--- src/rtl/bcd_scan_driver_pkg.sv ---
// Shared definitions for the multiplexed BCD display feeder: blank code,
// converter FSM states and the clamp limit for a given digit count.
package bcd_scan_driver_pkg;

  localparam logic [3:0] BLANK_CODE = 4'hF;

  typedef enum logic {
    IDLE = 1'b0,
    CONV = 1'b1
  } state_t;

  // Largest value representable in the given number of decimal digits (all 9s).
  function automatic int unsigned clamp_max(input int unsigned digits);
    int unsigned v;
    v = 1;
    for (int unsigned i = 0; i < digits; i++) begin
      v = v * 10;
    end
    return v - 1;
  endfunction

endpackage

--- src/rtl/bcd_scan_driver_if.sv ---
// Upstream handshake plus display-side signals of the BCD scan driver.
interface bcd_scan_driver_if #(
  parameter int BIN_W  = 14,
  parameter int DIGITS = 4
);

  logic              in_valid;
  logic              in_ready;
  logic [BIN_W-1:0]  in_bin;
  logic              blank_lz;
  logic              conv_done;
  logic [3:0]        bcd;
  logic [DIGITS-1:0] an;

  modport master (
    output in_valid,
    output in_bin,
    output blank_lz,
    input  in_ready,
    input  conv_done,
    input  bcd,
    input  an
  );

  modport slave (
    input  in_valid,
    input  in_bin,
    input  blank_lz,
    output in_ready,
    output conv_done,
    output bcd,
    output an
  );

endinterface

--- src/rtl/bcd_scan_driver_bin2bcd_dd.sv ---
// Sequential double-dabble converter: one bit per cycle for BIN_W cycles,
// clamping out-of-range inputs to all 9s at accept time.
module bin2bcd_dd
  import bcd_scan_driver_pkg::*;
#(
  parameter int BIN_W  = 14,
  parameter int DIGITS = 4
) (
  input  logic                  clk,
  input  logic                  rst_n,
  input  logic                  start,
  input  logic [BIN_W-1:0]      bin,
  output logic                  busy,
  output logic                  done,
  output logic [4*DIGITS-1:0]   bcd_out
);

  localparam int          SR_W    = BIN_W + 4*DIGITS;
  localparam int          CNT_W   = $clog2(BIN_W + 1);
  localparam int unsigned MAX_VAL = clamp_max(DIGITS);

  state_t            state;
  state_t            state_nxt;
  logic [CNT_W-1:0]  cnt;
  logic [CNT_W-1:0]  cnt_nxt;
  logic              last;
  logic [BIN_W-1:0]  bin_clamped;
  logic [SR_W-1:0]   sr;
  logic [SR_W-1:0]   sr_adj;
  logic [SR_W-1:0]   sr_shift;

  always_ff @(posedge clk or negedge rst_n) begin
    if (!rst_n) begin
      state <= IDLE;
      cnt   <= '0;
    end else begin
      state <= state_nxt;
      cnt   <= cnt_nxt;
    end
  end

  always_comb begin
    state_nxt = state;
    cnt_nxt   = cnt;
    last      = 1'b0;
    case (state)
      IDLE: begin
        if (start) begin
          state_nxt = CONV;
          cnt_nxt   = '0;
        end
      end
      CONV: begin
        if (cnt == CNT_W'(BIN_W - 1)) begin
          last      = 1'b1;
          state_nxt = IDLE;
          cnt_nxt   = '0;
        end else begin
          cnt_nxt = cnt + 1'b1;
        end
      end
      default: state_nxt = IDLE;
    endcase
  end

  assign bin_clamped = (32'(bin) > MAX_VAL) ? BIN_W'(MAX_VAL) : bin;

  // Add-3 correction on every nibble before the shift, so the shifted nibble stays decimal.
  always_comb begin
    sr_adj = sr;
    for (int i = 0; i < DIGITS; i++) begin
      if (sr[BIN_W + 4*i +: 4] >= 4'd5) begin
        sr_adj[BIN_W + 4*i +: 4] = sr[BIN_W + 4*i +: 4] + 4'd3;
      end
    end
    sr_shift = {sr_adj[SR_W-2:0], 1'b0};
  end

  // Datapath register: contents are only meaningful while CONV is active.
  always_ff @(posedge clk) begin
    if (state == IDLE && start) begin
      sr <= {{(4*DIGITS){1'b0}}, bin_clamped};
    end else if (state == CONV) begin
      sr <= sr_shift;
    end
  end

  assign busy    = (state == CONV);
  assign done    = last;
  assign bcd_out = sr_shift[SR_W-1 -: 4*DIGITS];

endmodule

--- src/rtl/bcd_scan_driver.sv ---
// Display feeder: accepts a binary value, converts it to BCD and scans the
// committed digits onto one bcd bus with a one-hot active-high digit enable.
module bcd_scan_driver
  import bcd_scan_driver_pkg::*;
#(
  parameter int DIGITS   = 4,
  parameter int BIN_W    = 14,
  parameter int SCAN_DIV = 50000
) (
  input  logic               clk,
  input  logic               rst_n,
  bcd_scan_driver_if.slave   bus
);

  localparam int PS_W  = (SCAN_DIV > 1) ? $clog2(SCAN_DIV) : 1;
  localparam int IDX_W = (DIGITS > 1) ? $clog2(DIGITS) : 1;

  logic                  busy;
  logic                  accept;
  logic                  commit;
  logic [4*DIGITS-1:0]   conv_bcd;
  logic [4*DIGITS-1:0]   disp;
  logic [PS_W-1:0]       ps;
  logic [IDX_W-1:0]      idx;
  logic                  scan_step;
  logic [DIGITS-1:0]     lead_zero;
  logic [3:0]            bcd_p0;
  logic [DIGITS-1:0]     an_p0;
  logic [3:0]            bcd_p1;
  logic [DIGITS-1:0]     an_p1;
  logic                  conv_done_p1;

  assign bus.in_ready = !busy;
  assign accept       = bus.in_valid && !busy;

  bin2bcd_dd #(
    .BIN_W  (BIN_W),
    .DIGITS (DIGITS)
  ) u_dd (
    .clk     (clk),
    .rst_n   (rst_n),
    .start   (accept),
    .bin     (bus.in_bin),
    .busy    (busy),
    .done    (commit),
    .bcd_out (conv_bcd)
  );

  // Display register only moves on commit, so the scan never shows a partial result.
  always_ff @(posedge clk or negedge rst_n) begin
    if (!rst_n) begin
      disp <= '0;
    end else if (commit) begin
      disp <= conv_bcd;
    end
  end

  assign scan_step = (ps == PS_W'(SCAN_DIV - 1));

  always_ff @(posedge clk or negedge rst_n) begin
    if (!rst_n) begin
      ps  <= '0;
      idx <= '0;
    end else begin
      ps <= scan_step ? '0 : ps + 1'b1;
      if (scan_step) begin
        idx <= (idx == IDX_W'(DIGITS - 1)) ? '0 : idx + 1'b1;
      end
    end
  end

  // lead_zero[i]: digits i..DIGITS-1 are all zero.
  always_comb begin
    logic run;
    lead_zero = '0;
    run       = 1'b1;
    for (int i = DIGITS - 1; i >= 0; i--) begin
      run          = run && (disp[4*i +: 4] == 4'd0);
      lead_zero[i] = run;
    end
  end

  always_comb begin
    bcd_p0 = disp[4*int'(idx) +: 4];
    an_p0  = DIGITS'(1) << idx;
    if (bus.blank_lz && (idx != '0) && lead_zero[idx]) begin
      bcd_p0 = BLANK_CODE;
    end
  end

  // Output stage: registered digit code, enable and commit pulse.
  always_ff @(posedge clk or negedge rst_n) begin
    if (!rst_n) begin
      bcd_p1       <= '0;
      an_p1        <= DIGITS'(1);
      conv_done_p1 <= 1'b0;
    end else begin
      bcd_p1       <= bcd_p0;
      an_p1        <= an_p0;
      conv_done_p1 <= commit;
    end
  end

  assign bus.bcd       = bcd_p1;
  assign bus.an        = an_p1;
  assign bus.conv_done = conv_done_p1;

endmodule

--- src/flat_wrapper.sv ---
// flat-port wrapper written by rule: the top's interface ports become plain ports
module bcd_scan_driver_flat import bcd_scan_driver_pkg::*;
#(
  parameter int DIGITS   = 4,
  parameter int BIN_W    = 14,
  parameter int SCAN_DIV = 50000
)
  (clk, rst_n, bus_in_valid, bus_in_bin, bus_blank_lz, bus_in_ready, bus_conv_done, bus_bcd, bus_an);
  bcd_scan_driver_if #(.BIN_W(BIN_W), .DIGITS(DIGITS)) bus_i ();
  input  logic clk;
  input  logic rst_n;
  input wire logic [$bits(bus_i.in_valid)-1:0] bus_in_valid;
  input wire logic [$bits(bus_i.in_bin)-1:0] bus_in_bin;
  input wire logic [$bits(bus_i.blank_lz)-1:0] bus_blank_lz;
  output wire logic [$bits(bus_i.in_ready)-1:0] bus_in_ready;
  output wire logic [$bits(bus_i.conv_done)-1:0] bus_conv_done;
  output wire logic [$bits(bus_i.bcd)-1:0] bus_bcd;
  output wire logic [$bits(bus_i.an)-1:0] bus_an;
  assign bus_i.in_valid = bus_in_valid;
  assign bus_i.in_bin = bus_in_bin;
  assign bus_i.blank_lz = bus_blank_lz;
  assign bus_in_ready = bus_i.in_ready;
  assign bus_conv_done = bus_i.conv_done;
  assign bus_bcd = bus_i.bcd;
  assign bus_an = bus_i.an;
  bcd_scan_driver #(.DIGITS(DIGITS), .BIN_W(BIN_W), .SCAN_DIV(SCAN_DIV)) u_core (.clk(clk), .rst_n(rst_n), .bus(bus_i));
endmodule
--- config.mk ---
export PLATFORM = sky130hd
export DESIGN_NAME = bcd_scan_driver_flat
export DESIGN_NICKNAME = d
export VERILOG_FILES = /design/src/rtl/bcd_scan_driver_pkg.sv /design/src/rtl/bcd_scan_driver_if.sv /design/src/rtl/bcd_scan_driver_bin2bcd_dd.sv /design/src/rtl/bcd_scan_driver.sv /design/src/flat_wrapper.sv
export SDC_FILE = /design/constraint.sdc
export NUM_CORES = 1
export LEC_CHECK = 0
export CAP_MARGIN = 15
export CORE_MARGIN = 3
export CORE_UTILIZATION = 62
export CTS_CLUSTER_SIZE = 8
export DETAILED_ROUTE_END_ITERATION = 8
export PLACE_DENSITY = 0.95
export SLEW_MARGIN = 0
export SYNTH_ARGS = -nofsm -noshare
export SYNTH_HDL_FRONTEND = slang
export SYNTH_SLANG_ARGS = --single-unit
--- constraint.sdc ---
create_clock -name clk -period 4.9 [get_ports clk]
set_input_delay 0.735 -clock clk [delete_from_list [all_inputs] [get_ports clk]]
set_output_delay 0.735 -clock clk [all_outputs]
set_load 0.005 [all_outputs]
# After elaboration in Yosys (flattened, before gate mapping)

Cells that the tools add are included.

Flip-flop bits (word level): 78
Output and inout port bits: 10
Word-level logic and storage cells: 64

Add/subtract/negate cells: 7
Order comparisons: 6
Equality and inequality tests: 4
Shift-type cells: 2
Muxes and demuxes: 20
Bitwise logic cells: 1
Reduce and logical (&&, ||, !) cells: 14

Operators by type and width:

| kind                  | number |
|---|---|
| $mux 14               | 3 |
| $mux 4                | 6 |
| $add 16x1->16 const B | 1 |
| $eq 16x16->1 const B  | 1 |
| $ge 4x3->1 const B    | 4 |
| $logic_not 4->1       | 4 |
| $mux 16               | 1 |
| $shiftx 16x5->4       | 1 |
| $gt 14x14->1 const B  | 1 |
| $add 4x2->4 const B   | 3 |
| $pmux 4 s2            | 1 |
| $logic_and 1x1->1     | 7 |
| $mux 1                | 5 |
| $add 4x1->4 const B   | 1 |
| $eq 4x4->1 const B    | 1 |
| $reduce_bool 2->1     | 2 |
| $shl 1x2->4 const A   | 1 |
| $add 3x2->3 const B   | 1 |
| $lt 2x3->1 const B    | 1 |
| $mux 3                | 1 |
| $add 2x1->2 const B   | 1 |
| $bmux 1 s2            | 1 |
| $eq 2x2->1 const B    | 1 |
| $mux 2                | 1 |
| 4 further kinds       | 4 |

# Logic depth before layout (Yosys ltp)

Depth after elaboration: 8
Mapped depth: 7
Mapped depth without buffers: 6

# Modules after synthesis

From an unflattened synthesis, not the netlist that was laid out.

Cell total of the unflattened synthesis: 378
Area, all modules: 3953.8 um^2

Modules (own cells, without submodules):

| module          | instances | cells an instance | area an instance (um^2) |
|---|---|---|---|
| bin2bcd_dd      | 1         | 232               | 2063.2 |
| bcd_scan_driver | 1         | 146               | 1890.6 |

# Worst setup path after synthesis

Ideal clock, no wire load.

Path kind: input -> register
Start point: input bus_in_valid
End point: register u_core.u_dd.sr[1], data pin
Arrival time: 1.587 ns
Data required time: 4.763 ns
Setup slack: 3.176 ns
Cell stages on the path: 5
Path through: buf_2 -> inv_1 -> nor2_1 -> nand3_1 -> nand3_1

Longest elaborated chain between the ends: 3

RTL lines:

| item                 | RTL line                         | RTL |
|---|---|---|
| start, declared      | flat_wrapper.sv:12               | `input wire logic [$bits(bus_i.in_valid)-1:0] bus_in_valid;` |
| $logic_and 1x1->1    | bcd_scan_driver.sv:34            | `assign accept = bus.in_valid && !busy;` |
| $logic_and 1x1->1    | bcd_scan_driver_bin2bcd_dd.sv:81 | `if (state == IDLE && start) begin` |
| $mux 14              | bcd_scan_driver_bin2bcd_dd.sv:81 |  |
| end signal, assigned | bcd_scan_driver_bin2bcd_dd.sv:82 | `sr <= {{(4*DIGITS){1'b0}}, bin_clamped};` |
| end signal, assigned | bcd_scan_driver_bin2bcd_dd.sv:84 | `sr <= sr_shift;` |
| end, declared        | bcd_scan_driver_bin2bcd_dd.sv:28 | `logic [SR_W-1:0] sr;` |

Every way passes these cells.
A chain may end at the register's enable or synchronous reset.

# Worst setup path after layout

Start point: register u_core.u_dd.state, in the netlist u_core.u_dd.busy
End point: output bus_in_ready

Longest elaborated chain between the ends: 1

RTL lines:

| item                   | RTL line                         | RTL |
|---|---|---|
| start, declared        | bcd_scan_driver_bin2bcd_dd.sv:22 | `state_t state;` |
| start signal, assigned | bcd_scan_driver_bin2bcd_dd.sv:37 | `state <= state_nxt;` |
| $logic_not 1->1        | bcd_scan_driver.sv:33            | `assign bus.in_ready = !busy;` |
| end, declared          | flat_wrapper.sv:15               | `output wire logic [$bits(bus_i.in_ready)-1:0] bus_in_ready;` |

Every way passes these cells.

==> flow_summary.ini <==
[clock_network]
cts_tree = done
htreeDepth = 3
clk_pin_slew_ps = 80
root_buffer = clkbuf_8
cts_hold_buf = 0
clockBufferDepth = 2
clock_sinks = 78
cts_setup_buffers = 0
post_cts_resized = 0
insertion_delay_ps = 350
cts-buffers-inserted = 9

[sta]
fin_crit_sh_pct = 60.4
clock.fmax_mhz = 338
hold_viol = 0
finClkSkew_ps = 10.2
setup_ws_ps = 1940
setup_tns_ps = 0
maxSlewHeadroom_pct = 34.7
rsz0062_at_grt = no
min_period_ps = 2960
tightest_slew_ps = 980
drv_slew = 0
setup_violations = 0

[drt]
drc = 0
dr.first_iter.drc_count = 189
routed_wl_um = 6990
vias_per_cell = 5.90
ant_nets = 0
first_pass_iters = 5
routedWlPerCell_um = 15.4
vias = 2684

[min_path]
hp-start = u_core.u_dd.sr[27]$_SDFFE_PP0P_
hold_class = reg -> reg

[pwr]
power_density_mw_per_mm2 = 543
ir_drop_v = 0.000366
p_leak_nw = 1.81

[global_routing]
grt_pass1_vias = 2651
grt_pass1_wl_um = 11800
grt_max_degree = 49
gr-total-overflow = 0
grt_use_total_pct = 21.3
antenna_found_initial = 0

[die]
core_mm2 = 0.00564
ios = 28
start_util_pct = 65.7
dieHeight_um = 83.3
die_x_um = 83.3
die_area_mm2 = 0.00694
fp-row-count = 27

[critical_path]
r2r-start = u_core.u_dd.busy$_DFF_PN0_
required_ps = 4160
crit_buf_inv = 2
max_stage_delay_ps = 710
critPathArrivalTime_ps = 2230
critPathLaunchType = flip-flop
criticalPathCategory = reg -> out
path_cells = inv_1, clkdlybuf4s50_1
end_kind = output pin
critPathLaunch = u_core.u_dd.busy$_DFF_PN0_
critPathTopFamily = buffers and inverters
critPathSlowestCell = inv_1
crit_fanout = 34

[synth]
syn_nets = 388
synth_ff_type = dfrtp_1
synth_cells = 355
synth_warnings = 0
yosysTopAreaCell = dfrtp_1
synth_area_per_cell_um2 = 10.4
synth_edf_count = 14
async_flop_share_pct = 61.5
synth_seq_cells = 78
ys_seq_area_share_pct = 52.4
synthesis.area_mm2 = 0.00371
synth.area.top_cells = dfrtp_1, edfxtp_1, dfxtp_1, nand2_1, ha_1
synth_top_area_share_pct = 31.7
synth_cell_types = 47

[finish]
post_route_cells_drive_above_1_share_pct = 8.88
syn2layout_area_growth_pct = 13.1
multi_input_area_mm2 = 0.00163
diodes = 0
nets = 411
fill_cells = 369
seq_area_mm2 = 0.00194

[run_status]
status = completed

[flow_run]
max-cap-violations = 0

[place]
post-dp-hpwl_um = 4850
port_buffers = 27
gp_congestion = 0.821
dp_slack_ps = 2020
## report_power, final
group | switching, mW | internal, mW | total [mW]
Clock | 0.236 | 0.247 | 0.483
Combinational | 0.381 | 0.342 | 0.723
Sequential | 0.167 | 0.903 | 1.07
Total | 0.784 | 1.49 | 2.28
## stage by stage
step / hold WS [ps] / total power [mW] / util [%] / cells / cell area [µm²]
3_5_place_dp: 473 / 1.79 / 70.7 / 439 / 3990
2_1_floorplan: 439 / 1.55 / - / 355 / 3710
6_report: 496 / 2.28 / 74.3 / 455 / 4190
4_1_cts: 493 / 2.28 / 74.3 / 455 / 4190
3_3_place_gp: 467 / 1.73 / 70.7 / 439 / 3990
5_1_grt: 511 / 2.43 / 74.3 / 455 / 4190
## routing by layer
| metal | GRT usage [%] | vias up | wire, µm |
|---|---|---|---|
| li1 | - | 1306 | - |
| met2 | 33.4 | 69 | 3470 |
| met1 | 27.9 | 1296 | 3050 |
| met5 | 0 | - | 0 |
| met3 | 5.36 | 13 | 349 |
| met4 | 9.51 | 0 | 120 |
## registers in the layout (all words and copies together), names as in the netlist
| register | cells |
|---|---|
| u_core.bus.an | 4 |
| u_core.bus.bcd | 4 |
| u_core.bus.conv_done | 1 |
| u_core.disp | 16 |
| u_core.idx | 2 |
| u_core.ps | 16 |
| u_core.u_dd.busy | 1 |
| u_core.u_dd.cnt | 4 |
| u_core.u_dd.sr | 30 |
## cells in the final DEF (no fill, tap or decap), types with 2 or more instances in the layout
cell and count:
nand2_1 61, dfrtp_1 47, clkdlybuf4s50_1 26, o21ai_0 24
nand3_1 17, inv_1 16, dfxtp_1 16, ha_1 15
a21oi_1 14, o22ai_1 14, edfxtp_1 14, nor2_1 13
xnor2_1 10, clkbuf_8 10, xor2_1 7, nor3b_1 7
nand4_1 5, nor4_1 5, a22o_1 5, mux2_2 5
nand3b_1 4, mux4_2 4, or2_1 4, nand2b_1 4
and3_1 3, o31ai_1 3, and4_1 3, clkinv_2 3
nor4bb_1 2, a21o_1 2, mux2i_1 2
## worst min-delay path, stage by stage, from the launching register on
cell and delay (ps):
dfxtp_1 320, nand2_1 60, o22ai_1 70
## Yosys cell counts, types with 2 or more instances
master / instances
nand2b_1: 4
inv_1: 16
a21oi_1: 14
mux4_2: 4
o22ai_1: 14
nand2_1: 61
o21ai_0: 24
xnor2_1: 10
clkbuf_1: 8
nor2_1: 13
buf_1: 3
nor3b_1: 7
and3_1: 3
nand3b_1: 4
dfxtp_1: 16
nor4bb_1: 2
nor4_1: 5
edfxtp_1: 14
mux2_2: 5
nand4_1: 5
mux2i_1: 2
or2_1: 4
xor2_1: 7
a22o_1: 5
dfrtp_1: 47
and4_1: 3
o31ai_1: 3
buf_2: 2
nand3_1: 17
ha_1: 15
a21o_1: 2
## final timing paths
path / to / slack [ps] / cells after the start
max: bus_in_ready / 1940 / 2
min: u_core.u_dd.sr[27]$_SDFFE_PP0P_ / 500 / 2
max reg2reg: u_core.u_dd.sr[7]$_DFFE_PP_ / 2370 / 4
max in group asynchronous: u_core.bus.an[1]$_DFF_PN0_ / 3740 / 1
min in group asynchronous: u_core.ps[7]$_DFF_PN0_ / 540 / 1
min reg2reg: u_core.u_dd.sr[27]$_SDFFE_PP0P_ / 500 / 2
## final cells by class
class	instances	area share, %
Clock buffer	10	3.28
Clock inverter	6	1.46
Inverter	16	1.43
Multi-Input combinational cell	246	39.0
Sequential cell	78	46.4
Tap cell	72	2.15
Timing Repair Buffer	27	6.33
## kinds of logic after synthesis
group / Yosys count / synth area share, %
compound gates: 64 / 10.1
buf+inv: 31 / 3.51
mux: 11 / 4.49
fa+ha+maj: 15 / 5.06
simple gates: 139 / 20.4
flops: 78 / 52.4
xor+xnor: 17 / 4.02
No activity file was read; power rests on OpenSTA's default activity.
==> RTL change 1 (config.mk and constraints unchanged) <==
`SCAN_DIV` is set to 50000 in 2 places; all go to 100000.
--- a/src/rtl/bcd_scan_driver.sv
+++ b/src/rtl/bcd_scan_driver.sv
@@ -7,3 +7,3 @@
   parameter int BIN_W    = 14,
-  parameter int SCAN_DIV = 50000
+  parameter int SCAN_DIV = 100000
 ) (
--- a/src/flat_wrapper.sv
+++ b/src/flat_wrapper.sv
@@ -5,3 +5,3 @@
   parameter int BIN_W    = 14,
-  parameter int SCAN_DIV = 50000
+  parameter int SCAN_DIV = 100000
 )
Check against the original RTL: no difference found for any inputs over 10 cycles, from zero or initial values and one cycle with rst_n low; that may be too few to reach the edited logic, so the function may still have changed.
==> RTL change 1 against the original RTL <==
Clock power rose by 9.3%; via count rose by 1.6%; first-iteration DRC count fell by 22%; synthesized area fell by 1.3%; synthesized cell count fell by 0.56%; die area fell by 1.2%; critical endpoint is now u_core.u_dd.sr[9]; wire length rose by 0.96%; design area rose by 0.27%; sequential cell count rose by 1; worst setup slack improved by 0.35 ns; largest cell class unchanged; power rose by 2.3%; critical path type is now in -> reg.
==> RTL change 1: results (changes against the original RTL) <==
final_layout:
  final_net_count: 413  # +0.49%
  n_fill_cell: 386  # +4.6%
  reg_top3: "u_core.u_dd.sr (30), u_core.ps (17), u_core.disp (16)"
  diodes: 0  # unchanged
  regArea_mm2: 0.00197  # +1.3%
  drive_above_1_share: 0.0935  # +0.00473
worst_setup_path:
  crit_path_end: "u_core.u_dd.sr[9]"
  critPathArrivalTime_ns: 2.83  # +0.60 ns
  reg2reg_to: "u_core.ps[15]"
  r2r_slack_ns: 2.80  # +0.43 ns
  reg2reg_from: "u_core.ps[5]"
  critical_path.max_fanout: 20  # -41%
  startpoint: "bus_in_valid"
  cp_slowest_cell: "clkdlybuf4s50_1"
logic_synthesis:
  synth_fp_nets: 386  # -0.52%
  synth_common_cells: "62 x nand2_1, 48 x dfrtp_1, 25 x o21ai_0, 16 x dfxtp_1"
  ys_async_sr_fraction: 0.620  # +0.00487
  seq_area_frac_synth: 0.538  # +0.0137
  synthTopCellsByArea: "dfrtp_1 33%, edfxtp_1 11%, dfxtp_1 8.8%, nand2_1 6.4%, ha_1 5.1%"
  yosys.cell_types.count: 43  # -8.5%
  synth_area_per_cell_um2: 10.4  # -0.72%
placed_design:
  placed_area_mm2: 0.00396  # -0.72%
  hpwl_mm: 4.80  # -1.1%
  routabilityCongestion: 0.838  # +2.2%
  place_ws_ns: 2.00  # -0.0211 ns
  dp_cells: 440  # +0.23%
run_status:
  outcome: "finished, final reports clean"
drt:
  wl_per_cell_um: 15.4  # +0.52%
  wl_met2_mm: 3.52  # +1.4%
  topRoutingLayerUsed: "met4"
  route.met3.wl_um: 326  # -6.6%
  wl_met1_mm: 3.02  # -1.1%
  wirelength_mm: 7.06  # +0.96%
  vias: 2728  # +1.6%
  drtIter0Drc: 148  # -22%
clocking:
  h-tree-depth: 3  # unchanged
global_routing:
  globalRouteMet1Util: 0.279  # +0.000534
  grt_first_pass_wirelength_mm: 12.1  # +2.2%
  grt_max_degree: 50  # +2.0%
  grt_util_met2: 0.356  # +0.0219
  track_usage: 0.220  # +0.00703
  met3_usage: 0.0427  # -0.0109
  grt_pass1_vias: 2641  # -0.38%
sta:
  slew_headroom: 0.310  # -0.0370
power_and_ir_drop:
  cellLeakagePower_uw: 0.00180  # -0.55%
  ir_worst_vdd_mv: 0.457  # +25%
## RTL change 1: changes by cell type after synthesis, sizes merged, moves of 2 or more
| cell | unedited run | this run |
|---|---|---|
| o21ai | 24 | 27 |
| nor4bb | 2 | 0 |
| nor4b | 2 | 0 |
| nand4 | 6 | 11 |
| nand2 | 61 | 63 |
| buf | 6 | 3 |
| nand3 | 17 | 13 |
## RTL change 1: area by class of cell
type,count,area share
Tap cell,72,0.0214
Inverter,16,0.0143
Clock inverter,5,0.0146
Clock buffer,11,0.0387
Sequential cell,79,0.468
Multi-Input combinational cell,245,0.374
Timing Repair Buffer,29,0.0685
## RTL change 1: cell families (layout without fill, tap and decap cells)
logic type                 Yosys count  after routing  share of synthesized area
AOI/OAI and AO/OA                   66             66                      0.105
xor gates and xnor gates            18             18                     0.0431
adders and majority gates           15             15                     0.0513
buffers and inverters               29             61                     0.0325
DFF                                 79             79                      0.538
muxes                                9              9                     0.0397
and+or+nand+nor                    137            137                      0.190
## RTL change 1: power breakdown
part / internal, uW / switching, uW / leakage [uW]
logic: 348 / 377 / 0.000775
clock network: 283 / 245 / 0.000115
registers: 911 / 167 / 0.000909
total: 1540 / 788 / 0.00180
## RTL change 1: how the worst min path moves through the flow
stage | startpoint | slack [ns] | depth (start not counted) | end
4_1_cts | u_core.ps[0] | 0.49 | 1 | u_core.ps[0]
3_5_place_dp | u_core.ps[0] | 0.48 | 1 | u_core.ps[0]
3_3_place_gp | u_core.ps[0] | 0.47 | 1 | u_core.ps[0]
5_1_grt | u_core.u_dd.sr[27] | 0.52 | 2 | u_core.u_dd.sr[27]
6_report | u_core.ps[0] | 0.49 | 1 | u_core.ps[0]
2_1_floorplan | rst_n | 0.44 | 0 | u_core.bus.an[1]
==> RTL change 2 (same settings) <==
Made on the original files. Reset style: synchronous (`rst_n`), changed in 4 clocked blocks.
--- a/src/rtl/bcd_scan_driver_bin2bcd_dd.sv
+++ b/src/rtl/bcd_scan_driver_bin2bcd_dd.sv
@@ -31,3 +31,3 @@
 
-  always_ff @(posedge clk or negedge rst_n) begin
+  always_ff @(posedge clk) begin
     if (!rst_n) begin
--- a/src/rtl/bcd_scan_driver.sv
+++ b/src/rtl/bcd_scan_driver.sv
@@ -49,3 +49,3 @@
   // Display register only moves on commit, so the scan never shows a partial result.
-  always_ff @(posedge clk or negedge rst_n) begin
+  always_ff @(posedge clk) begin
     if (!rst_n) begin
@@ -59,3 +59,3 @@
 
-  always_ff @(posedge clk or negedge rst_n) begin
+  always_ff @(posedge clk) begin
     if (!rst_n) begin
@@ -91,3 +91,3 @@
   // Output stage: registered digit code, enable and commit pulse.
-  always_ff @(posedge clk or negedge rst_n) begin
+  always_ff @(posedge clk) begin
     if (!rst_n) begin
Function: differs if rst_n is asserted again (counterexample within 4 cycles, from zero or initial values and one cycle with rst_n low); with rst_n held inactive, the same outputs for 10 cycles.
==> RTL change 2 against the original RTL <==
Non-clock buffer count stayed put; synthesized area fell by 5.7%; design area down 5.8%; sequential cell count unchanged; worst setup slack improved by 0.29 ns; via count up 1.2%; wire length up 0.87%; critical endpoint unchanged.
Power is not compared: it rests on default switching activity, and its combinational part moved more than twofold at a synthesized area within 25%.
==> RTL change 2: results (changes against the original RTL) <==
global_routing:
  grt_max_degree: 27  # -45%
  grt_pass1_vias: 2592  # -2.2%
  grt_busiest_layer: "met2"
  track_usage: 0.233  # +0.0208
  grt_util_met2: 0.392  # +0.0578
  globalRouteMet1Util: 0.291  # +0.0120
  grt_first_pass_wirelength_mm: 11.7  # -0.58%
  met3_usage: 0.0432  # -0.0103
drt:
  ant_nets: 0  # unchanged
  wirelength_mm: 7.05  # +0.87%
  drtIter0Drc: 161  # -15%
  route.met3.wl_um: 264  # -24%
  wl_met1_mm: 3.09  # +1.2%
  dr.pass1.iters: 4  # -1
  vias_per_cell: 5.87  # -0.52%
  wl_met2_mm: 3.55  # +2.3%
clocking:
  h-tree-depth: 3  # unchanged
  cts_setup_buffers: 0  # unchanged
final_layout:
  final_net_count: 420  # +2.2%
  n_fill_cell: 344  # -6.8%
  drive_above_1_share: 0.0585  # -0.0302
sta:
  whs_ns: 0.469  # -0.0270 ns
  worst_pin_slew_ns: 0.827  # -0.152 ns
  finalClockSkew_ns: 0.00922  # -0.000951 ns
  max_freq_mhz: 374  # +11%
placed_design:
  routabilityCongestion: 0.833  # +1.5%
  placed_area_mm2: 0.00379  # -5.0%
  place_ws_ns: 2.00  # -0.0222 ns
  hpwl_mm: 4.97  # +2.4%
worst_setup_path:
  startpoint: "u_core.u_dd.busy"
  critPathArrivalTime_ns: 1.94  # -0.29 ns
  r2r_slack_ns: 2.66  # +0.29 ns
  reg2reg_to: "u_core.disp[2]"
  critical_path.max_fanout: 26  # -24%
  cp_slowest_cell: "dfxtp_1"
  cp_top_family: "buffers and inverters"
power_and_ir_drop:
  power_switching_uw: 290
run_status:
  outcome: "finished, final reports clean"
min_path:
  min_delay_path_depth: 1  # -1
  min-delay-start: "u_core.ps[0]"
  min_to: "u_core.ps[0]"
logic_synthesis:
  ys_async_sr_fraction: 0  # -0.615
  synth_common_cells: "64 x dfxtp_1, 49 x nand2_1, 31 x nor2_1, 16 x a21oi_1"
  synthTopCellsByArea: "dfxtp_1 37%, edfxtp_1 12%, nand2_1 5.3%, ha_1 4.7%, xnor2_1 3.8%"
  seq_area_frac_synth: 0.487  # -0.0374
  synth_edf_count: 14  # unchanged
  yosys_warnings: 0  # unchanged
  synth_fp_nets: 398  # +2.6%
  yosys.cell_types.count: 46  # -2.1%
## RTL change 2: area by class of cell
class | count | area, um^2 | area share
Clock buffer | 13 | 149 | 0.0377
Clock inverter | 2 | 10.0 | 0.00253
Inverter | 17 | 63.8 | 0.0162
Multi-Input combinational cell | 256 | 1670 | 0.422
Sequential cell | 78 | 1700 | 0.431
Tap cell | 70 | 87.6 | 0.0222
Timing Repair Buffer | 27 | 270 | 0.0684
## RTL change 2: kinds of logic (layout without fill, tap and decap cells)
kind of cell	count (synthesis)	in the layout	synth area share
AND/OR/NAND/NOR	146	146	0.211
flip-flops	78	78	0.487
XOR/XNOR	17	17	0.0426
AO/OA/AOI/OAI	69	69	0.130
adder cells (fa/ha/maj)	13	13	0.0465
multiplexers	11	11	0.0462
buffers and inverters	33	59	0.0362
## RTL change 2: metrics by stage
stage               utilization  total power, uW  cells
finish                    0.749             1210    463
floorplan                     -              779    367
global placement          0.719              809    448
detailed placement        0.719              818    448
CTS                       0.749             1210    463
global route              0.749             1260    463
